**src/rtl/term_char_writer.sv**
```systemverilog
// Byte-stream to text-mode character RAM writer with cursor tracking and control-code handling.
// Define TERM_SCROLL_EN to scroll by rotating top_row; otherwise the cursor wraps to row 0.
module term_char_writer #(
    parameter int unsigned COLS   = 80,
    parameter int unsigned ROWS   = 25,
    parameter int unsigned ADDR_W = 11,
    parameter int unsigned TAB_W  = 8,
    parameter logic [7:0]  FILL   = 8'h20
) (
    input  logic                    clk100,
    input  logic                    rst,
    input  logic [7:0]              in_data,
    input  logic                    in_valid,
    output logic                    in_ready,
    output logic                    wr_en,
    output logic [ADDR_W-1:0]       wr_addr,
    output logic [7:0]              wr_data,
    output logic [$clog2(ROWS)-1:0] top_row,
    output logic [$clog2(ROWS)-1:0] cur_row,
    output logic [$clog2(COLS)-1:0] cur_col,
    output logic                    busy
);

    localparam int unsigned RW = $clog2(ROWS);
    localparam int unsigned CW = $clog2(COLS);

    localparam logic [RW-1:0]     LastRow    = RW'(ROWS - 1);
    localparam logic [CW-1:0]     LastCol    = CW'(COLS - 1);
    localparam logic [ADDR_W-1:0] LineLast   = ADDR_W'(COLS - 1);
    localparam logic [ADDR_W-1:0] ScreenLast = ADDR_W'(COLS * ROWS - 1);

    typedef enum logic [1:0] {StClrScreen, StIdle, StPut, StClrLine} state_e;

    state_e            state_q, state_d;
    logic [ADDR_W-1:0] cnt_q, cnt_d;
    logic [RW-1:0]     row_q, row_d, top_q, top_d;
    logic [CW-1:0]     col_q, col_d;
    logic              pend_q, pend_d;
    logic              wr_en_q, wr_en_d;
    logic [ADDR_W-1:0] wr_addr_q, wr_addr_d;
    logic [7:0]        wr_data_q, wr_data_d;
    logic              in_ready_q, busy_q;

    logic              at_bottom;
    logic [RW-1:0]     adv_row, adv_top;
    logic [CW:0]       tab_sum;
    logic [CW-1:0]     tab_col;

    // Row base is computed at full address width so the modulo and multiply never truncate.
    function automatic logic [ADDR_W-1:0] phys(input logic [RW-1:0] row,
                                               input logic [RW-1:0] top,
                                               input logic [CW-1:0] col);
        logic [ADDR_W-1:0] sum;
        sum = ADDR_W'(row) + ADDR_W'(top);
        if (sum >= ADDR_W'(ROWS)) sum = sum - ADDR_W'(ROWS);
        return sum * ADDR_W'(COLS) + ADDR_W'(col);
    endfunction

    assign at_bottom = (row_q == LastRow);
`ifdef TERM_SCROLL_EN
    assign adv_row = at_bottom ? LastRow : row_q + 1'b1;
    assign adv_top = !at_bottom ? top_q : ((top_q == LastRow) ? '0 : top_q + 1'b1);
`else
    assign adv_row = at_bottom ? '0 : row_q + 1'b1;
    assign adv_top = '0;
`endif

    assign tab_sum = {1'b0, col_q | CW'(TAB_W - 1)} + (CW + 1)'(1);
    assign tab_col = (tab_sum >= (CW + 1)'(COLS - 1)) ? LastCol : tab_sum[CW-1:0];

    always_comb begin
        state_d   = state_q;
        cnt_d     = cnt_q;
        row_d     = row_q;
        col_d     = col_q;
        top_d     = top_q;
        pend_d    = pend_q;
        wr_en_d   = 1'b0;
        wr_addr_d = wr_addr_q;
        wr_data_d = FILL;

        unique case (state_q)
            StClrScreen: begin
                // wr_en_q low means the clear has not issued its first write yet (reset entry).
                if (!wr_en_q) begin
                    wr_en_d   = 1'b1;
                    wr_addr_d = '0;
                    cnt_d     = '0;
                end else if (cnt_q == ScreenLast) begin
                    state_d = StIdle;
                end else begin
                    wr_en_d   = 1'b1;
                    wr_addr_d = wr_addr_q + 1'b1;
                    cnt_d     = cnt_q + 1'b1;
                end
            end
            StIdle: begin
                if (in_valid) begin
                    case (in_data)
                        8'h0A: begin
                            row_d = adv_row;
                            top_d = adv_top;
                            if (at_bottom) begin
                                state_d   = StClrLine;
                                cnt_d     = '0;
                                wr_en_d   = 1'b1;
                                wr_addr_d = phys(adv_row, adv_top, '0);
                            end
                        end
                        8'h0D: col_d = '0;
                        8'h08: if (col_q != '0) col_d = col_q - 1'b1;
                        8'h09: col_d = tab_col;
                        8'h0C: begin
                            top_d     = '0;
                            row_d     = '0;
                            col_d     = '0;
                            state_d   = StClrScreen;
                            cnt_d     = '0;
                            wr_en_d   = 1'b1;
                            wr_addr_d = '0;
                        end
                        default: begin
                            if (in_data >= 8'h20 && in_data != 8'h7F) begin
                                state_d   = StPut;
                                wr_en_d   = 1'b1;
                                wr_addr_d = phys(row_q, top_q, col_q);
                                wr_data_d = in_data;
                                pend_d    = 1'b0;
                                if (col_q == LastCol) begin
                                    col_d  = '0;
                                    row_d  = adv_row;
                                    top_d  = adv_top;
                                    pend_d = at_bottom;
                                end else begin
                                    col_d = col_q + 1'b1;
                                end
                            end
                        end
                    endcase
                end
            end
            StPut: begin
                // Cursor registers already hold the post-advance position here.
                if (pend_q) begin
                    state_d   = StClrLine;
                    cnt_d     = '0;
                    wr_en_d   = 1'b1;
                    wr_addr_d = phys(row_q, top_q, '0);
                end else begin
                    state_d = StIdle;
                end
            end
            StClrLine: begin
                if (cnt_q == LineLast) begin
                    state_d = StIdle;
                end else begin
                    wr_en_d   = 1'b1;
                    wr_addr_d = wr_addr_q + 1'b1;
                    cnt_d     = cnt_q + 1'b1;
                end
            end
            default: state_d = StClrScreen;
        endcase
    end

    always_ff @(posedge clk100) begin
        if (rst) begin
            state_q    <= StClrScreen;
            cnt_q      <= '0;
            row_q      <= '0;
            col_q      <= '0;
            top_q      <= '0;
            pend_q     <= 1'b0;
            wr_en_q    <= 1'b0;
            wr_addr_q  <= '0;
            wr_data_q  <= FILL;
            in_ready_q <= 1'b0;
            busy_q     <= 1'b1;
        end else begin
            state_q    <= state_d;
            cnt_q      <= cnt_d;
            row_q      <= row_d;
            col_q      <= col_d;
            top_q      <= top_d;
            pend_q     <= pend_d;
            wr_en_q    <= wr_en_d;
            wr_addr_q  <= wr_addr_d;
            wr_data_q  <= wr_data_d;
            in_ready_q <= (state_d == StIdle);
            busy_q     <= (state_d == StClrScreen) || (state_d == StClrLine);
        end
    end

    assign in_ready = in_ready_q;
    assign wr_en    = wr_en_q;
    assign wr_addr  = wr_addr_q;
    assign wr_data  = wr_data_q;
    assign top_row  = top_q;
    assign cur_row  = row_q;
    assign cur_col  = col_q;
    assign busy     = busy_q;

endmodule
```
**config.mk**
```make
export PLATFORM = sky130hd
export DESIGN_NAME = term_char_writer
export DESIGN_NICKNAME = d
export VERILOG_FILES = /design/src/rtl/term_char_writer.sv
export SDC_FILE = /design/constraint.sdc
export NUM_CORES = 1
export LEC_CHECK = 0
export CORE_MARGIN = 1.5
export CORE_UTILIZATION = 51
export CTS_CLUSTER_DIAMETER = 100
export DETAILED_ROUTE_END_ITERATION = 12
export PLACE_DENSITY_LB_ADDON = 0.1
export SYNTH_ARGS = -nofsm -noshare
export SYNTH_HDL_FRONTEND = slang
export SYNTH_SLANG_ARGS = --single-unit
```
**constraint.sdc**
```tcl
create_clock -name clk100 -period 4 [get_ports clk100]
set_input_delay 0.6 -clock clk100 [delete_from_list [all_inputs] [get_ports clk100]]
set_output_delay 0.6 -clock clk100 [all_outputs]
set_load 0.1 [all_outputs]
```
==> out/results.txt, run 1 <==
critical path endpoint category = flop
EDFF count, synth = 0
VDD IR max = 0.165 mV
Post-CTS Setup Bufs = 0
WL final = 11,000 µm
placed cell count = 647
num rows = 32
Tot Pwr = 0.899 mW
final layout net count = 595
vias in the first global route = 3,659
First DRT Iteration DRCs = 269
combinational share of power = 11.1%
DRC = 0
Async S/R FF share, synth = 0%
Int Pwr = 0.647 mW
GR Util All Layers = 26.1%
fin. max-slew vios = 0
placed instance area = 0.00451 mm²
Core ar. = 0.00769 mm²
DR vias = 4,102
Clock Power Share = 35.4%
Period minus WS final = 3830 ps
cts repair resizes = 0
Max Root-Sink Buffers = 2
HPWL after DPL = 8080 µm
crit path max fanout = 13
Die Ht = 91.9 µm
Overflow after GRT = 0
post-synthesis register bit count = 48
Post-Synthesis Cells = 523
drt first pass iters = 7
Reg power frac = 53.5%
P_sw = 0.252 mW
Port Buf Inserts = 44
Layout Cells excl Fill = 655
Synth top area share = 23.9%
Inserted Clock Buffers = 5
Final Hold Fails = 0
crit start category = flop
worst r2r src = cur_row[0]
cell taking the most area after synthesis = dfxtp_1
num ports = 50
R2R depth = 16
antenna viol nets, final = 0
CTS HTree Levels = 2
Worst-Skew Late Latency = 310 ps
Setup crit start = cur_row[0]
wire length of the first global-routing pass = 17,900 µm
Max Clock Skew = 5.26 ps
routed len/inst = 16.8 µm
CP Class = reg -> reg
Arr. time, crit path = 4040 ps
vias per cell = 6.26
WP data required = 4210 ps
top_reg_cell synth = dfxtp_1
final core utilization = 60.1%
Syn Area/Cell = 7.70 µm²
clock-pin slew on the worst setup and hold paths = 100 ps
Synth-to-Final Area Change = 14.7%
Pwr Density = 195 mW/mm²
synthesized area = 0.00403 mm²
Reg2Reg Setup Slack = 170 ps
Net Sw Frac = 28.0%
Worst-Margin Slew = 984 ps
die area = 0.00844 mm²
Die W = 91.9 µm
CTS tree = built
register area share after synthesis = 23.9%
synth warn = 0
Final Cycle Share = 95.8%
initial antenna violation count = 0
RSZ-0062 raised after global routing = false
reg-to-reg endpoint = wr_addr[9]
setup TNS = 0 ps
final instance area = 0.00462 mm²
Leakage Power = 1.81 nW
critical path endpoint = wr_addr[9]
CTS Sinks = 48
starting density of the core = 52.4%
Area contributors post-synth = dfxtp_1 24%, ha_1 9.0%, a21oi_1 5.6%
Slew headroom = 34.2%
Tightest Hold Check Type = reg -> reg
outcome = finished clean
Fmax achieved = 261 MHz
maxcap violations = 0
final RePlAce weighted congestion = 0.918
largest net degree at the start of global routing = 38
Distinct cells, synth = 75
cts hold-fix bufs = 0
final setup vio count = 0
layout cell share with drive strength beyond 1 = 9.04%
clk root buf = clkbuf_8
antenna cells = 0
## state kept, by name, summed over array words and instances, names as in the netlist
register	cells
cur_col	7
wr_en	1
wr_addr	11
cnt_q	11
wr_data	8
state_q	2
in_ready	1
pend_q	1
cur_row	5
busy	1
## cell usage after synthesis, drive strengths merged (4+ instances only)
library cell,count
dfxtp,48
a21oi,46
nand2,43
nor2,42
o21ai,34
ha,29
inv,23
clkbuf,21
nand3,20
nor3,19
buf,13
or3,12
and2,11
a211oi,9
and3,9
xnor2,9
a21o,8
or3b,7
xor2,7
nand2b,6
nand4,6
o211ai,6
a31oi,5
nor4,5
or2,5
a211o,4
a221oi,4
a32o,4
and4,4
nor2b,4
o22ai,4
## layout make-up
class / count / area (µm²)
Sequential cell: 48 / 972
Clock buffer: 6 / 82.6
Timing Repair Buffer: 52 / 500
Fill cell: 717 / 3070
Tap cell: 102 / 128
Clock inverter: 2 / 13.8
Multi-Input combinational cell: 422 / 2840
Inverter: 23 / 86.3
## layout by cell type (no fill, tap or decap), drive strengths merged, types with 4 or more instances in the layout
cell type	count
o22ai	4
a21o	8
xnor2	9
a31oi	5
a211oi	9
nor2b	4
or3b	7
xor2	7
nor2	42
o21ai	34
a32o	4
inv	24
a211o	4
nor3	19
and3	9
nor4	5
or2	5
and2	11
nand2b	6
a221oi	4
and4	4
buf	8
nand4	6
clkbuf	6
conb	5
nand3	20
nand2	43
a21oi	46
or3	12
ha	29
o211ai	6
clkdlybuf4s50	44
dfxtp	48
## stage by stage
step                      setup WS, ps  hold slack [ps]
after global placement             288              458
after global routing              13.6              500
after CTS                         89.6              483
after detailed placement           105              469
final                              168              480
after floorplan                   3.74              444
## cell families after synthesis
group / count (synthesis) / share of synthesized area, %
AND/OR/NAND/NOR: 206 / 28.2
AO/OA/AOI/OAI: 159 / 26.3
buffers and inverters: 57 / 6.46
flip-flops: 48 / 23.9
adder cells (fa/ha/maj): 32 / 10.5
XOR/XNOR: 16 / 3.48
multiplexers: 4 / 1.15
other: 1 / 0.0931
## worst min-delay path by stage
stage | slack [ps] | depth (start not counted) | startpoint | end
after floorplan | 440 | 2 | cnt_q[1] | cnt_q[1]
after global placement | 460 | 2 | cnt_q[1] | cnt_q[1]
after detailed placement | 470 | 2 | cnt_q[1] | cnt_q[1]
after CTS | 480 | 2 | cnt_q[1] | cnt_q[1]
after global routing | 500 | 2 | cnt_q[1] | cnt_q[1]
final | 480 | 2 | cnt_q[1] | cnt_q[1]
## layer usage
| layer | wire [µm] | track usage, % | vias up |
|---|---|---|---|
| met4 | 161 | 8.33 | 0 |
| met5 | 0 | 0 | - |
| li1 | - | - | 1980 |
| met2 | 5040 | 41.1 | 189 |
| met1 | 4990 | 36.8 | 1917 |
| met3 | 840 | 3.32 | 16 |
## critical path, stage by stage (launching register included)
cell and delay (ps):
dfxtp_4 420, inv_1 90, ha_1 250, and4b_1 220
nor2_2 170, inv_1 140, ha_2 260, a221oi_2 310
o22ai_1 170, ha_1 330, ha_1 230, fa_1 380
xor2_1 170, nand3_1 80, a31oi_1 80, a211o_1 290
o2bb2ai_1 120
## power groups by stage
| stage | registers [mW] | clock network, mW | logic, mW |
|---|---|---|---|
| after floorplan | 0.503 | 0 | 0.0640 |
| after detailed placement | 0.493 | 0 | 0.0978 |
| after global placement | 0.493 | 0 | 0.0976 |
| final | 0.481 | 0.318 | 0.0996 |
| after global routing | 0.482 | 0.340 | 0.105 |
| after CTS | 0.481 | 0.327 | 0.0985 |
Note: power is estimated with default switching activity, not from simulation.
==> run 2: changes to the inputs <==
- MAX_ROUTING_LAYER: unset -> met4
==> run 2 against run 1 <==
  * Die area stayed put
  * Hold slack hardly changed
  * Count of clock-buffer cells in the layout is the same
  * Total power about the same
  * Sequential power about the same
  * Combinational power is essentially flat
  * Setup slack worse by 3.4 ps
  * Flip-flop and latch count is the same
  * Critical path depth is the same
  * Global-route usage increased by 0.73 points
  * Largest cell class unchanged
  * Largest power group unchanged
==> out/results.txt, run 2 (synthesis gave the netlist of run 1 again) <==
outcome = finished clean (unchanged)
RSZ-0062 raised after global routing = false (unchanged)
clock-pin slew on the worst setup and hold paths = 100 ps (about the same)
placed instance area = 0.00451 mm² (unchanged)
DR vias = 4,098 (was 4,102)
setup TNS = 0 ps (unchanged)
Tightest Hold Check Type = reg -> reg (unchanged)
CTS HTree Levels = 2 (unchanged)
HPWL after DPL = 8080 µm (unchanged)
fin. max-slew vios = 0 (unchanged)
Port Buf Inserts = 44 (unchanged)
initial antenna violation count = 0 (unchanged)
Worst-Skew Late Latency = 310 ps (about the same)
Die W = 91.9 µm (unchanged)
Worst-Margin Slew = 983 ps (was 984 ps)
Final Cycle Share = 95.9% (was 95.8%)
Pwr Density = 195 mW/mm² (about the same)
Setup crit start = cur_row[0] (unchanged)
final layout net count = 595 (unchanged)
antenna cells = 0 (unchanged)
crit path max fanout = 13 (unchanged)
worst r2r src = cur_row[0] (unchanged)
Period minus WS final = 3840 ps (was 3830 ps)
wire length of the first global-routing pass = 17,900 µm (unchanged)
R2R depth = 16 (unchanged)
antenna viol nets, final = 0 (unchanged)
Reg2Reg Setup Slack = 160 ps (was 170 ps)
CP Class = reg -> reg (unchanged)
Die Ht = 91.9 µm (unchanged)
routed len/inst = 16.9 µm (was 16.8 µm)
final instance area = 0.00462 mm² (unchanged)
vias per cell = 6.26 (about the same)
Overflow after GRT = 0 (unchanged)
Worst Hold Launch = cnt_q[1] (unchanged)
Leakage Power = 1.81 nW (unchanged)
num rows = 32 (unchanged)
First DRT Iteration DRCs = 292 (was 269)
WL final = 11,100 µm (was 11,000 µm)
die area = 0.00844 mm² (unchanged)
DRC = 0 (unchanged)
crit start category = flop (unchanged)
Arr. time, crit path = 4040 ps (about the same)
layout cell share with drive strength beyond 1 = 9.04% (unchanged)
Max Clock Skew = 6.50 ps (was 5.26 ps)
Final Hold Fails = 0 (unchanged)
WP data required = 4210 ps (about the same)
maxcap violations = 0 (unchanged)
critical path endpoint = wr_addr[9] (unchanged)
Core ar. = 0.00769 mm² (unchanged)
drt first pass iters = 6 (was 7)
reg-to-reg endpoint = wr_addr[9] (unchanged)
Slew headroom = 34.2% (about the same)
starting density of the core = 52.4% (unchanged)
final RePlAce weighted congestion = 0.934 (was 0.918)
largest net degree at the start of global routing = 38 (unchanged)
Max Root-Sink Buffers = 2 (unchanged)
commonest non-fill, non-tap cell in the layout = a21oi_1 (unchanged)
Post-CTS Setup Bufs = 0 (unchanged)
CTS tree = built (unchanged)
GR Util All Layers = 26.8% (was 26.1%)
vias in the first global route = 3,656 (was 3,659)
critical path endpoint category = flop (unchanged)
commonest non-fill, non-tap cells in the layout = 45 x a21oi_1, 44 x clkdlybuf4s50_1, 43 x nand2_1, 43 x dfxtp_1, 39 x nor2_1 (unchanged)
Synth-to-Final Area Change = 14.7% (unchanged)
final setup vio count = 0 (unchanged)
num ports = 50 (unchanged)
VDD IR max = 0.165 mV (about the same)
final core utilization = 60.1% (unchanged)
Fmax achieved = 261 MHz (about the same)
Inserted Clock Buffers = 5 (unchanged)
CTS Sinks = 48 (unchanged)
clk root buf = clkbuf_8 (unchanged)
[run 2: cell counts in the layout (fill, tap and decap cells not counted)]
No cell type changed its count.
[run 2: worst min path at each step]
| stage | to | cells after the start | slack (ps) |
|---|---|---|---|
| 2_1_floorplan | cnt_q[1] | 2 | 440 |
| 3_3_place_gp | cnt_q[1] | 2 | 460 |
| 3_5_place_dp | cnt_q[1] | 2 | 470 |
| 4_1_cts | cnt_q[1] | 2 | 480 |
| 5_1_grt | cnt_q[1] | 2 | 500 |
| 6_report | cnt_q[1] | 2 | 480 |
[run 2: cell type report]
class,instances,area [µm²]
fill,717,3070
multi-input combinational,422,2840
sequential,48,972
timing repair buffer,52,500
tap,102,128
inverter,23,86.3
clock buffer,6,82.6
clock inverter,2,13.8
[run 2: what timing repair did]
action                                 in CTS  in global routing
endpoints found under the hold margin       0                  0
resized for setup                           0                  3
hold buffers                                0                  0
setup endpoints to repair                   0                  2
[run 2: per-stage QoR]
step	total power [mW]	hold WS, ps	cells	worst slack [ps]
after floorplan	0.567	444	527	3.74
after global placement	0.590	458	647	288
after detailed placement	0.590	469	647	105
after CTS	0.907	483	655	89.6
after global routing	0.927	500	655	13.6
final	0.899	480	655	165
[run 2: routing by layer]
layer | wire length, µm | track usage (%) | vias up
met3 | 710 | 3.23 | 14
li1 | - | - | 1983
met4 | 170 | 8.33 | 0
met5 | 0 | - | -
met2 | 5080 | 41.0 | 174
met1 | 5120 | 36.9 | 1927
[run 2: where the power goes]
group	switching [mW]	total [mW]	internal, mW	leakage [nW]
sequential	0.00295	0.481	0.479	0.391
combinational	0.0728	0.0996	0.0268	1.37
clock	0.177	0.318	0.142	0.0516
[run 2: worst max-delay path: stages (launching register included)]
cell and delay, ps:
dfxtp_4 420, inv_1 90, ha_1 250, and4b_1 220
nor2_2 170, inv_1 140, ha_2 260, a221oi_2 310
o22ai_1 170, ha_1 330, ha_1 230, fa_1 380
xor2_1 170, nand3_1 80, a31oi_1 80, a211o_1 290
o2bb2ai_1 120
==> run 3: changes to the inputs <==
- CORE_UTILIZATION: 51 -> 57
- CTS_CLUSTER_DIAMETER: 100 -> 150
- CTS_CLUSTER_SIZE: unset -> 16
- clock period: 4 -> 3.55 ns (I/O delays scaled with it)
==> run 3 against run 2 <==
  * Non-clock buffer count up 10
  * Routed wire length up 2.8%
  * Die area is 10% lower
  * Largest cell class unchanged
==> out/results.txt, run 3 (synthesis gave the netlist of run 1 again) <==
Max Clock Skew = 11.6 ps (was 6.50 ps)
final layout net count = 605 (was 595)
antenna viol nets, final = 0 (unchanged)
clk root buf = clkbuf_8 (unchanged)
Fmax achieved = 300 MHz (was 261 MHz)
largest net degree at the start of global routing = 28 (was 38)
clock-pin slew on the worst setup and hold paths = 110 ps (was 100 ps)
CTS HTree Levels = 2 (unchanged)
VDD IR max = 0.199 mV (was 0.165 mV)
register area = 980 µm² (was 972 µm²)
Final Cycle Share = 93.9% (was 95.9%)
DRC = 0 (unchanged)
initial antenna violation count = 0 (unchanged)
Period minus WS final = 3330 ps (was 3840 ps)
Inserted Clock Buffers = 5 (unchanged)
fin. max-slew vios = 0 (unchanged)
Die W = 87.1 µm (was 91.9 µm)
worst r2r src = cur_row[0] (unchanged)
HPWL after DPL = 8440 µm (was 8080 µm)
num rows = 30 (was 32)
maxcap violations = 0 (unchanged)
outcome = finished clean (unchanged)
area of the multi-input gates = 0.00294 mm² (was 0.00284 mm²)
CTS tree = built (unchanged)
wire length of the first global-routing pass = 18,200 µm (was 17,900 µm)
vias in the first global route = 3,887 (was 3,656)
Setup crit start = cur_row[0] (unchanged)
layout cell share with drive strength beyond 1 = 13.9% (was 9.04%)
Synth-to-Final Area Change = 19.9% (was 14.7%)
critical path endpoint category = flop (unchanged)
CTS Sinks = 48 (unchanged)
Largest stage delay, worst path = 410 ps (was 420 ps)
delay-heaviest family, CP = adder cells (unchanged)
crit path max fanout = 10 (was 13)
die area = 0.00758 mm² (was 0.00844 mm²)
Critical Path, Cell by Cell = inv_2 -> ha_4 -> and4b_1 -> nor2_4 -> inv_2 -> ha_4 -> a221oi_4 -> o22ai_2 -> ha_2 -> ha_2 -> fa_2 -> xor2_1 -> nand3_1 -> a31oi_1 -> a211o_1 -> o2bb2ai_1 (was inv_1 -> ha_1 -> and4b_1 -> nor2_2 -> inv_1 -> ha_2 -> a221oi_2 -> o22ai_1 -> ha_1 -> ha_1 -> fa_1 -> xor2_1 -> nand3_1 -> a31oi_1 -> a211o_1 -> o2bb2ai_1)
drt first pass iters = 5 (was 6)
routed len/inst = 17.3 µm (was 16.9 µm)
Max Root-Sink Buffers = 2 (unchanged)
Worst-Skew Late Latency = 310 ps (about the same)
WL final = 11,400 µm (was 11,100 µm)
final setup vio count = 0 (unchanged)
crit start category = flop (unchanged)
critical path buffer and inverter count = 2 (unchanged)
Final Hold Fails = 0 (unchanged)
dpl ws = 120 ps (was 105 ps)
Worst Hold Launch = cnt_q[1] (unchanged)
Leakage Power = 1.88 nW (was 1.81 nW)
starting density of the core = 59.0% (was 52.4%)
Setup WS post-layout = 218 ps (was 165 ps)
Port Buf Inserts = 44 (unchanged)
First DRT Iteration DRCs = 285 (was 292)
Tightest Hold Check Type = reg -> reg (unchanged)
antenna cells = 0 (unchanged)
CP max-delay cell = dfxtp_4 (unchanged)
GR Util All Layers = 31.0% (was 26.8%)
Tot Pwr = 1.08 mW (was 0.899 mW)
Die Ht = 87.1 µm (was 91.9 µm)
WP data required = 3750 ps (was 4210 ps)
fill cell count = 563 (was 717)
final RePlAce weighted congestion = 0.921 (was 0.934)
Arr. time, crit path = 3530 ps (was 4040 ps)
DR vias = 4,220 (was 4,098)
Worst-Margin Slew = 991 ps (was 983 ps)
vias per cell = 6.40 (was 6.26)
CP Class = reg -> reg (unchanged)
Overflow after GRT = 0 (unchanged)
num ports = 50 (unchanged)
Slew headroom = 33.7% (was 34.2%)
commonest non-fill, non-tap cells in the layout = 43 x nand2_1, 43 x dfxtp_1, 43 x clkdlybuf4s50_1, 42 x a21oi_1, 39 x nor2_1 (was 45 x a21oi_1, 44 x clkdlybuf4s50_1, 43 x nand2_1, 43 x dfxtp_1, 39 x nor2_1)
Core ar. = 0.00683 mm² (was 0.00769 mm²)
cts hold-fix bufs = 0 (unchanged)
Pwr Density = 224 mW/mm² (was 195 mW/mm²)
-- run 3: worst paths after layout --
check / endpoint / slack (ps) / depth (start not counted)
hold reg to reg: cnt_q[1] / 490 / 2
setup reg to reg: wr_addr[9] / 220 / 16
hold / removal: cnt_q[1] / 490 / 2
setup / recovery: wr_addr[9] / 220 / 16
-- run 3: power by group --
part | switching [mW] | internal, mW
clock | 0.211 | 0.213
sequential | 0.00301 | 0.537
combinational | 0.0840 | 0.0323
total | 0.298 | 0.782
-- run 3: area by class of cell --
type | instances | share of cell area, %
inverter | 23 | 1.84
timing repair buffer | 62 | 12.1
clock buffer | 5 | 1.42
tap | 96 | 2.49
multi-input combinational | 422 | 60.9
clock inverter | 3 | 0.958
sequential | 48 | 20.3
-- run 3: what timing repair did --
| item | 4_1_cts | 5_1_grt |
|---|---|---|
| endpoints found under the setup margin | 0 | 3 |
| buffers inserted | 0 | 4 |
| endpoints found under the hold margin | 0 | 0 |
| resized for setup | 0 | 5 |
-- run 3: worst min-delay path, delay by kind of cell (launching register included) --
family,cells,cell delay (ps)
DFF,1,340
and+or+nand+nor,1,60
AOI/OAI and AO/OA,1,50
-- run 3: per-stage QoR --
step	area, µm²	setup TNS (ps)	cells	utilization, %	hold slack [ps]
2_1_floorplan	4180	-49.6	527	-	444
3_3_place_gp	4660	0	647	68.2	456
3_5_place_dp	4660	0	647	68.2	472
4_1_cts	4770	0	655	69.9	484
5_1_grt	4830	-18.0	659	70.7	513
6_report	4830	0	659	70.7	485
-- run 3: layer usage --
metal	vias up	track usage [%]	wire, µm
met5	-	-	0
li1	2008	-	-
met3	38	3.03	796
met4	0	11.0	273
met2	200	51.4	5530
met1	1974	39.3	4800
